[config.mk]
export PLATFORM = sky130hd
export DESIGN_NAME = popcount_engine
export DESIGN_NICKNAME = d
export VERILOG_FILES = /design/src/rtl/popcount_engine_pkg.sv /design/src/rtl/popcount_datapath.sv /design/src/rtl/popcount_engine.sv
export SDC_FILE = /design/constraint.sdc
export NUM_CORES = 1
export LEC_CHECK = 0
export BUFFER_PORTS_ARGS = -buffer_cell sky130_fd_sc_hd__buf_2
export CORE_ASPECT_RATIO = 0.5
export CORE_UTILIZATION = 50
export CTS_CLUSTER_DIAMETER = 60
export CTS_CLUSTER_SIZE = 8
export DETAILED_ROUTE_END_ITERATION = 16
export PLACE_DENSITY_LB_ADDON = 0.25
export SLEW_MARGIN = 20
export SYNTH_ARGS = -nofsm -noshare
export SYNTH_HDL_FRONTEND = slang
export SYNTH_SLANG_ARGS = --single-unit
[constraint.sdc]
create_clock -name clk -period 4.1 [get_ports clk]
set_input_delay 0 -clock clk [delete_from_list [all_inputs] [get_ports clk]]
set_output_delay 0 -clock clk [all_outputs]
set_load 0.05 [all_outputs]
[src/rtl/popcount_engine_pkg.sv]
// Shared typedefs for the popcount engine: control FSM state encoding.
package popcount_engine_pkg;

  typedef enum logic [1:0] {
    IDLE,
    SCAN,
    DONE
  } state_t;

endpackage

[src/rtl/popcount_datapath.sv]
// Shift register and running count for the popcount engine; the FSM in the
// top level drives load/step/clear and reads back the zero flags.
module popcount_datapath
  import popcount_engine_pkg::*;
#(
  parameter int WIDTH = 16,
  localparam int CNT_W = $clog2(WIDTH + 1)
) (
  input  logic             clk,
  input  logic             rst_n,
  input  logic             clear_i,
  input  logic             load_i,
  input  logic             step_i,
  input  logic [WIDTH-1:0] data_i,
  input  logic             mode_i,
  output logic [CNT_W-1:0] cnt_o,
  output logic             load_zero_o,
  output logic             rem_zero_o
);

  logic [WIDTH-1:0] sr_q, sr_d;
  logic [CNT_W-1:0] cnt_q, cnt_d;
  logic [WIDTH-1:0] loadVal;

  // Zero-count mode inverts at load so leading zeros are counted as well.
  assign loadVal     = data_i ^ {WIDTH{mode_i}};
  assign load_zero_o = (loadVal == '0);
  assign rem_zero_o  = ((sr_q >> 1) == '0);
  assign cnt_o       = cnt_q;

  always_comb begin
    sr_d  = sr_q;
    cnt_d = cnt_q;
    if (clear_i) begin
      sr_d  = '0;
      cnt_d = '0;
    end else if (load_i) begin
      sr_d  = loadVal;
      cnt_d = '0;
    end else if (step_i) begin
      cnt_d = cnt_q + CNT_W'(sr_q[0]);
      sr_d  = sr_q >> 1;
    end
  end

  always_ff @(posedge clk or negedge rst_n) begin
    if (!rst_n) begin
      sr_q  <= '0;
      cnt_q <= '0;
    end else begin
      sr_q  <= sr_d;
      cnt_q <= cnt_d;
    end
  end

endmodule

[src/rtl/popcount_engine.sv]
// Serial ones/zeros counter with valid/ready handshakes on both sides.
// Top level holds only the control FSM and handshake decoding.
module popcount_engine
  import popcount_engine_pkg::*;
#(
  parameter int WIDTH = 16,
  localparam int CNT_W = $clog2(WIDTH + 1)
) (
  input  logic             clk,
  input  logic             rst_n,
  input  logic             clear,
  input  logic             in_valid,
  output logic             in_ready,
  input  logic [WIDTH-1:0] in_data,
  input  logic             in_mode,
  output logic             out_valid,
  input  logic             out_ready,
  output logic [CNT_W-1:0] out_count,
  output logic             busy
);

  state_t           state_q, state_d;
  logic             load;
  logic             step;
  logic             loadZero;
  logic             remZero;
  logic [CNT_W-1:0] cnt;

  // A word offered alongside clear is refused; clear wins every handshake.
  assign load = (state_q == IDLE) && in_valid && !clear;
  assign step = (state_q == SCAN) && !clear;

  popcount_datapath #(
    .WIDTH(WIDTH)
  ) u_datapath (
    .clk        (clk),
    .rst_n      (rst_n),
    .clear_i    (clear),
    .load_i     (load),
    .step_i     (step),
    .data_i     (in_data),
    .mode_i     (in_mode),
    .cnt_o      (cnt),
    .load_zero_o(loadZero),
    .rem_zero_o (remZero)
  );

  always_ff @(posedge clk or negedge rst_n) begin
    if (!rst_n) begin
      state_q <= IDLE;
    end else begin
      state_q <= state_d;
    end
  end

  always_comb begin
    state_d = state_q;
    if (clear) begin
      state_d = IDLE;
    end else begin
      case (state_q)
        IDLE:    if (in_valid) state_d = loadZero ? DONE : SCAN;
        SCAN:    if (remZero) state_d = DONE;
        DONE:    if (out_ready) state_d = IDLE;
        default: state_d = IDLE;
      endcase
    end
  end

  // Outputs decode registered state only, so no input reaches an output.
  always_comb begin
    in_ready  = (state_q == IDLE);
    out_valid = (state_q == DONE);
    busy      = (state_q == SCAN);
    out_count = (state_q == DONE) ? cnt : '0;
  end

endmodule

==> results_dict.tcl, run 1 <==
set metrics [dict create \
    synthCells 159 \
    path_cells "o21ba_2 -> nor2_1 -> nand2_1 -> o21ai_1" \
    design.die.area_um2 3000 \
    ioPinCount 30 \
    diodes 0 \
    maxSlewViolCount 0 \
    crit_fanout 14 \
    synth-simple-area-share_pct 23.3 \
    fp.dieW_um 76.5 \
    die_height_um 39.2 \
    gp_congestion 0.801 \
    setup_viol_count_final 0 \
    cts_max_path_buffers 2 \
    cts_setup_buffers 0 \
    period_needed_ps 1740 \
    wire_per_inst_um 13.6 \
    grt_max_degree 37 \
    ant_nets 0 \
    coreArea_um2 2620 \
    p_sw_mw 0.197 \
    htreeDepth 1 \
    p_int_mw 0.382 \
    synth_xor_area_share_pct 12.0 \
    ys_types 26 \
    path_buf_inv 0 \
    synthTopCellsByCount "nand2_1 (29), o21ai_1 (24), dfrtp_1 (23), xnor2_1 (15)" \
    dp_hpwl_um 2180 \
    clkTransAtPathRegs_ps 80 \
    fmax_mhz 574 \
    synth_area_leaders "dfrtp_1 (42%), xnor2_1 (9.5%), o21ai_1 (8.7%), nand2_1 (7.9%), mux2i_1 (4.3%)" \
    status "completed" \
    finalHoldViolations 0 \
    fin_tns_setup_ps 0 \
    cts_root_buffer "clkbuf_8" \
    synth_mux_area_share_pct 4.33 \
    syn_nets 183 \
    cts-buffers-inserted 3 \
    seq_area_frac_synth_pct 41.5 \
    clock_sinks 23 \
    crit_arrival_ps 1920 \
    yosysTopAreaCellShare_pct 41.5 \
    worstSetupEndpointType "flop" \
    rows 13 \
    clock_power_share_pct 24.4 \
    static-leakage-power_nw 0.725 \
    p_sw_share_pct 34.1 \
    syn_area_per_cell_um2 8.72 \
    tightest_slew_ps 885 \
    synth_warnings 0 \
    p_per_area_nw_per_um2 357 \
    ys_ff_latch 23 \
    grt_pass1_vias 1036 \
    synth_compound_area_share_pct 13.9 \
    cp_slowest_cell "nor2_1" \
    drive_gt1_share_pct 19.9 \
    grt_use_total_pct 22.0 \
    drc 0 \
    async_flop_share_pct 100 \
    synth_edf_count 0 \
    nets 211 \
    ys.flop_type "dfrtp_1" \
    grt_setup_unrepaired "no" \
    power_frac_seq_pct 47.5 \
    synth_most_common_cell "nand2_1" \
    whs_ps 77.8 \
    skew_ps 7.13 \
    dr.pass1.iters 4 \
    cts_tree "done" \
    relSlewSlack_pct 40.8 \
    via_per_inst 5.48 \
    max-vdd-ir-drop_uv 209 \
    antenna_found_initial 0 \
    insertion_delay_ps 270 \
    critPathMaxStageDelay_ps 680 \
    finalCritPeriodShare_pct 42.5 \
    critPathRequiredTime_ps 4280 \
    path_class "flop to flop" \
    area.growth.synth_to_final_pct 17.1 \
    synth_top_family_by_area "simple AND/OR/NAND/NOR gates" \
    drt_iter0_markers 85 \
    start_kind "flop" \
    path_delay_family "simple AND/OR/NAND/NOR gates" \
    synth_fa_ha_area_share_pct 1.81 \
    grt_pass1_wl_um 4760 \
    start_util_pct 52.9 \
    synth_area_leader_cell "dfrtp_1" \
    p_comb_share_pct 28.1 \
    hold_path.class "input port to flop" \
    cap_violations 0 \
    overflow 0 \
    syn-cell-area_um2 1390 \
    port_buffers 29 \
    wirelength_um 3040 \
    via_count 1222 \
]
path summary, 6_finish.rpt:
path	to	depth (start not counted)	from	slack [ps]
setup / recovery	u_datapath.sr_q[3]	4	state_q[0]	2360
hold / removal	u_datapath.cnt_o[1]	2	clear	80
max in group asynchronous	u_datapath.sr_q[8]	2	rst_n	3530
hold reg to reg	u_datapath.sr_q[0]	2	u_datapath.sr_q[0]	500
min in group asynchronous	u_datapath.sr_q[0]	2	rst_n	220
setup reg to reg	u_datapath.sr_q[3]	4	state_q[0]	2360
routing by layer:
layer / wire length, µm / track usage, %
met5: 0 / 0
met1: 1430 / 27.1
met2: 1430 / 39.6
met4: 17 / 2.88
met3: 164 / 7.06
placed cells by master, fill, tap and decap left out, types with 3 or more instances in the layout:
cell type,instances
nand4_1,8
o21ai_1,24
nor3_1,8
xor2_1,4
nand2_1,29
mux2i_1,6
xnor2_1,15
nor4_1,3
dfrtp_1,23
and2_1,5
nor2_1,5
buf_2,29
clkbuf_8,3
or4_1,4
state kept, by name (all words and copies together) (netlist names):
signal,flops
u_datapath.sr_q,16
u_datapath.cnt_o,5
state_q,2
area by class of cell:
class	instances	area (µm²)
clock buffer	3	41.3
clock inverter	1	5.00
fill	213	996
inverter	3	11.3
multi-input combinational	125	773
sequential	23	576
tap	37	46.3
timing repair buffer	31	170
cell families (layout without fill, tap and decap cells):
group | after synthesis | count (layout)
AND/OR/NAND/NOR | 65 | 65
buffers and inverters | 11 | 38
multiplexers | 6 | 6
AO/OA/AOI/OAI | 33 | 33
adder cells (fa/ha/maj) | 2 | 2
flip-flops | 23 | 23
XOR/XNOR | 19 | 19
timing repair:
action	4_1_cts	5_1_grt
hold buffers	1	0
gates resized for setup	0	0
setup endpoints to repair	0	0
hold endpoints to repair	23	0
power by group through the flow:
stage	combinational, mW	clock (mW)	sequential, mW
after floorplan	0.115	0	0.271
after CTS	0.159	0.145	0.274
after global placement	0.155	0	0.277
after global routing	0.180	0.155	0.277
final	0.163	0.141	0.275
after detailed placement	0.157	0	0.278
stage by stage:
step / total power [mW] / area, µm² / std cells / setup WS (ps) / util [%]
after floorplan: 0.386 / 1390 / 159 / 2300 / -
after global placement: 0.432 / 1550 / 217 / 2230 / 59.2
after detailed placement: 0.435 / 1550 / 217 / 2190 / 59.2
after CTS: 0.579 / 1610 / 222 / 2160 / 61.4
after global routing: 0.612 / 1620 / 223 / 2200 / 62.0
final: 0.579 / 1620 / 223 / 2360 / 62.0
Note: power is estimated with default switching activity, not from simulation.
==> run 2, diff against run 1 <==
--- a/config.mk
+++ b/config.mk
@@ -5,6 +5,7 @@
 export SDC_FILE = /design/constraint.sdc
 export NUM_CORES = 1
 export LEC_CHECK = 0
+export ABC_AREA = 1
 export BUFFER_PORTS_ARGS = -buffer_cell sky130_fd_sc_hd__buf_2
 export CORE_ASPECT_RATIO = 0.5
 export CORE_UTILIZATION = 50
==> constraint.sdc (replaced) <==
create_clock -name clk -period 1.8 [get_ports clk]
set_input_delay 0 -clock clk [delete_from_list [all_inputs] [get_ports clk]]
set_output_delay 0 -clock clk [all_outputs]
set_load 0.05 [all_outputs]
==> results_dict.tcl, run 2 <==
set metrics [dict create \
    p_per_area_nw_per_um2 990 \
    fp.dieW_um 81.4 \
    wirelength_um 3540 \
    ys_types 24 \
    seq_area_frac_synth_pct 36.5 \
    largest_register_ff_count 16 \
    antenna_found_initial 0 \
    ys_ff_latch 23 \
    finalHoldViolations 0 \
    coreArea_um2 2780 \
    fin_tns_setup_ps 0 \
    ys.flop_type "dfrtp_1" \
    worstSetupEndpointType "flop" \
    cts_max_path_buffers 2 \
    start_util_pct 56.7 \
    ant_nets 0 \
    fmax_mhz 683 \
    drt_iter0_markers 120 \
    largest-register "u_datapath.sr_q" \
    cap_violations 0 \
    cts-buffers-inserted 3 \
    cts_setup_buffers 0 \
    period_needed_ps 1460 \
    stdcell_area_um2 1780 \
    finalCritPeriodShare_pct 81.4 \
    via_count 1527 \
    grt_setup_unrepaired "no" \
    grt_pass1_wl_um 5880 \
    place_area_um2 1720 \
    crit_fanout 16 \
    syn_nets 266 \
    grt_max_degree 26 \
    grt_pass1_vias 1311 \
    setup_viol_count_final 0 \
    skew_ps 3.92 \
    dr.pass1.iters 4 \
    grt_use_total_pct 22.5 \
    synth_edf_count 0 \
    syn-cell-area_um2 1580 \
    relSlewSlack_pct 65.5 \
    layout_commonest_cell "nand2_1" \
    clkTransAtPathRegs_ps 80 \
    wire_per_inst_um 11.5 \
    drc 0 \
    critPathRequiredTime_ps 1980 \
    status "completed" \
    diodes 0 \
    hold_path.class "input port to flop" \
    area.growth.synth_to_final_pct 12.9 \
    synth_most_common_cell "nand2_1" \
    layout_common_cells "nand2_1 (83), inv_1 (43), nor2_1 (31), buf_2 (29), dfrtp_1 (23)" \
    tightest_slew_ps 518 \
    gp_congestion 0.828 \
    via_per_inst 4.97 \
    synthTopCellsByCount "nand2_1 (83), inv_1 (43), nor2_1 (31), dfrtp_1 (23), o21ai_0 (16)" \
    totalPowerFinal_mw 1.76 \
    die_height_um 41.7 \
    path_class "flop to flop" \
    start_kind "flop" \
    ioPinCount 30 \
    fillers 263 \
    synth_area_leader_cell "dfrtp_1" \
    drive_gt1_share_pct 16.3 \
    synth_warnings 0 \
    async_flop_share_pct 100 \
    syn_area_per_cell_um2 6.51 \
    synthCells 242 \
    insertion_delay_ps 260 \
    cts_tree "done" \
    port_buffers 29 \
    rows 13 \
    cts_resized 0 \
    htreeDepth 1 \
    yosysTopAreaCellShare_pct 36.5 \
    synth_area_leaders "dfrtp_1 (37%), nand2_1 (20%), inv_1 (10%), nor2_1 (7.4%), o21ai_0 (5.1%)" \
    clock_sinks 23 \
    cts_root_buffer "clkbuf_8" \
    dp_hpwl_um 2690 \
    overflow 0 \
    design.die.area_um2 3400 \
    static-leakage-power_nw 0.969 \
    maxSlewViolCount 0 \
    crit_arrival_ps 1640 \
    max-vdd-ir-drop_uv 597 \
    nets 295 \
]
-- run 2: cell count changes after synthesis, moves of 5 or more --
cell | previous run | this run
mux2i_1 | 6 | 0
nand3_1 | 0 | 7
o221ai_1 | 0 | 7
nor2_1 | 5 | 31
nand2_1 | 29 | 83
xnor2_1 | 15 | 0
nand2_2 | 0 | 6
inv_1 | 2 | 43
nand4_1 | 8 | 2
o21ai_1 | 24 | 0
clkbuf_1 | 6 | 1
o21ai_0 | 2 | 16
and2_1 | 5 | 0
-- run 2: cell type report --
| type | instances | area, µm² | share of cell area (%) |
|---|---|---|---|
| clock buffer | 4 | 45.0 | 2.53 |
| inverter | 45 | 171 | 9.63 |
| multi-input combinational | 168 | 786 | 44.2 |
| sequential | 23 | 576 | 32.3 |
| tap | 37 | 46.3 | 2.60 |
| timing repair buffer | 30 | 155 | 8.72 |
-- run 2: where the power goes --
part	internal (mW)	switching [mW]	total [mW]
Clock	0.158	0.158	0.316
Sequential	0.615	0.0687	0.684
Combinational	0.216	0.545	0.761
-- run 2: critical path: stages (launching register included) --
cell and delay [ps]:
dfrtp_1 440, nor2_4 160, nand2_4 100, nor2_4 290
nand2_1 100, o21ai_0 100, nand2_1 80, o21ai_0 90
-- run 2: routing by layer --
layer  GRT usage (%)  up-vias  wire length (µm)
met5               0        -                 0
met4            6.79        0                61
met3            3.52        6               182
met2            32.7       54              1410
met1            33.9      665              1890
li1                -      802                 -
-- run 2: logic make-up after synthesis --
kind of cell | count (synthesis) | share of synthesized area [%]
AOI/OAI and AO/OA | 28 | 10.9
DFF | 23 | 36.5
buffers and inverters | 51 | 13.7
and+or+nand+nor | 138 | 37.4
adders and majority gates | 2 | 1.59
-- run 2: worst paths after layout --
check,start,end,slack [ps],cells after the start
max,state_q[1],u_datapath.sr_q[7],340,7
min,clear,state_q[0],80,4
max reg2reg,state_q[1],u_datapath.sr_q[7],340,7
min reg2reg,u_datapath.sr_q[2],u_datapath.sr_q[2],560,2
max in group asynchronous,rst_n,u_datapath.cnt_o[2],1210,2
min in group asynchronous,rst_n,u_datapath.sr_q[13],250,2
-- run 2: per-stage QoR --
step	setup WS, ps	instances	hold WS, ps	util [%]
global placement	447	302	-6.75	62.0
finish	335	307	82.1	64.0
global route	223	307	105	64.0
CTS	344	307	81.0	64.0
floorplan	359	242	-296	-
detailed placement	376	302	-0.0255	62.0
-- run 2: timing repair --
item	CTS	global route
endpoints found under the hold margin	23	0
hold buffers	1	0
setup endpoints to repair	0	0
==> run 3, diff against run 2 <==
==> constraint.sdc (replaced) <==
create_clock -name clk -period 1.4 [get_ports clk]
set_input_delay 0 -clock clk [delete_from_list [all_inputs] [get_ports clk]]
set_output_delay 0 -clock clk [all_outputs]
set_load 0.05 [all_outputs]
==> results_dict.tcl, run 3 (synthesized netlist as in run 2, its figures left out) <==
set metrics [dict create \
    status "completed" \
    dp_hpwl_um 2820 \
    coreArea_um2 2780 \
    max-vdd-ir-drop_uv 1030 \
    layout_common_cells "nand2_1 (82), inv_1 (42), nor2_1 (31), buf_2 (23), dfrtp_1 (22)" \
    crit_arrival_ps 1340 \
    wire_per_inst_um 11.7 \
    whs_ps 81.8 \
    cts-buffers-inserted 3 \
    die_height_um 41.7 \
    static-leakage-power_nw 1.02 \
    stdcell_area_um2 1920 \
    diodes 0 \
    setup_viol_count_final 0 \
    relSlewSlack_pct 65.5 \
    largest-register "u_datapath.sr_q" \
    cap_violations 0 \
    grt_setup_unrepaired "yes" \
    p_per_area_nw_per_um2 1280 \
    htreeDepth 1 \
    maxSlewViolCount 0 \
    worstSetupEndpointType "output port" \
    path_class "flop to output port" \
    ioPinCount 30 \
    final_util_pct 68.9 \
    grt_pass1_vias 1430 \
    crit_fanout 6 \
    seqCellArea_um2 577 \
    ant_nets 0 \
    fp.dieW_um 81.4 \
    multi_input_area_um2 792 \
    clkTransAtPathRegs_ps 90 \
    dr.pass1.iters 4 \
    rr_worst_depth 5 \
    overflow 0 \
    start_kind "flop" \
    cts_root_buffer "clkbuf_8" \
    finalCritPeriodShare_pct 95.4 \
    fmax_mhz 748 \
    port_buffers 29 \
    tightest_slew_ps 517 \
    layout_commonest_cell "nand2_1" \
    period_needed_ps 1340 \
    wirelength_um 3720 \
    drive_gt1_share_pct 21.3 \
    cts_max_path_buffers 2 \
    critPathMaxStageDelay_ps 440 \
    rows 13 \
    via_count 1585 \
    critPathRequiredTime_ps 1400 \
    hold_path.class "input port to flop" \
    path_cells "inv_1 -> nand2_1 -> buf_4 -> nor2_1 -> clkbuf_4" \
    drc 0 \
    start_util_pct 56.7 \
    cp_slowest_cell "dfrtp_1" \
    clock_sinks 23 \
    skew_ps 7.35 \
    place_area_um2 1770 \
    rr_startpoint "state_q[1]" \
    drt_iter0_markers 86 \
    cts_tree "done" \
    fin_tns_setup_ps 0 \
    fillers 234 \
    largest_register_ff_count 16 \
    grt_max_degree 26 \
    finalHoldViolations 0 \
    area.growth.synth_to_final_pct 21.5 \
    antenna_found_initial 0 \
    worstHoldStart "in_data[14]" \
    insertion_delay_ps 270 \
    via_per_inst 4.97 \
    grt_pass1_wl_um 6300 \
    grt_use_total_pct 24.6 \
    nets 307 \
    gp_congestion 0.807 \
    design.die.area_um2 3400 \
    crit_start "state_q[0]" \
    hold_depth 5 \
]
==> run 3: changes by cell type in the layout (fill, tap and decap cells not counted), sizes merged <==
cell / previous run / this run
buf: 29 / 38
clkbuf: 4 / 7
inv: 45 / 44
clkinvlp: 0 / 1
==> run 3: cell type report <==
class                   count  area share [%]
multi-input cells         168            41.3
flip-flops and latches     23            30.1
well taps                  37            2.42
inverters                  45            9.14
repair buffers             42            14.6
clock buffers               4            2.35
==> run 3: path summary, 6_finish.rpt <==
check / to / slack, ps
max: out_count[1] / 60
min reg2reg: u_datapath.sr_q[1] / 570
max reg2reg: u_datapath.sr_q[10] / 70
min: u_datapath.sr_q[14] / 80
min in group asynchronous: u_datapath.sr_q[12] / 230
max in group asynchronous: state_q[1] / 780
==> run 3: power by group <==
group          switching, mW  leakage (nW)  internal, mW
clock                  0.217        0.0228         0.203
combinational          0.740         0.690         0.404
sequential            0.0894         0.310         0.793
total                   1.05          1.02          1.40
==> run 3: routing by layer <==
metal	wire (µm)	up-vias	share of wire, %	track usage [%]
met1	1910	709	51	37.2
li1	-	825	-	-
met5	0	-	0	0
met2	1580	47	42	35.0
met3	199	4	5.3	3.96
met4	40	0	1.1	9.29
==> run 3: stage by stage <==
stage               cells  total power [mW]  setup WS, ps
floorplan             242              1.65         -12.1
global placement      308              1.89          86.4
detailed placement    308              1.92          2.91
CTS                   316              2.38          4.97
global route          319              2.61         -10.6
finish                319              2.45          63.9
==> run 3: repair_timing <==
| item | CTS | global route |
|---|---|---|
| pin swaps | 1 | 3 |
| hold buffers | 1 | 0 |
| resized for setup | 1 | 15 |
| setup endpoints to repair | 2 | 14 |
| endpoints found under the hold margin | 23 | 0 |
| setup buffers | 3 | 3 |
==> run 3: worst max-delay path: cells and delay by family, from the launching register on <==
| kind | cells | cell delay [ps] |
|---|---|---|
| AND/OR/NAND/NOR | 2 | 150 |
| buffers and inverters | 3 | 490 |
| flip-flops | 1 | 440 |
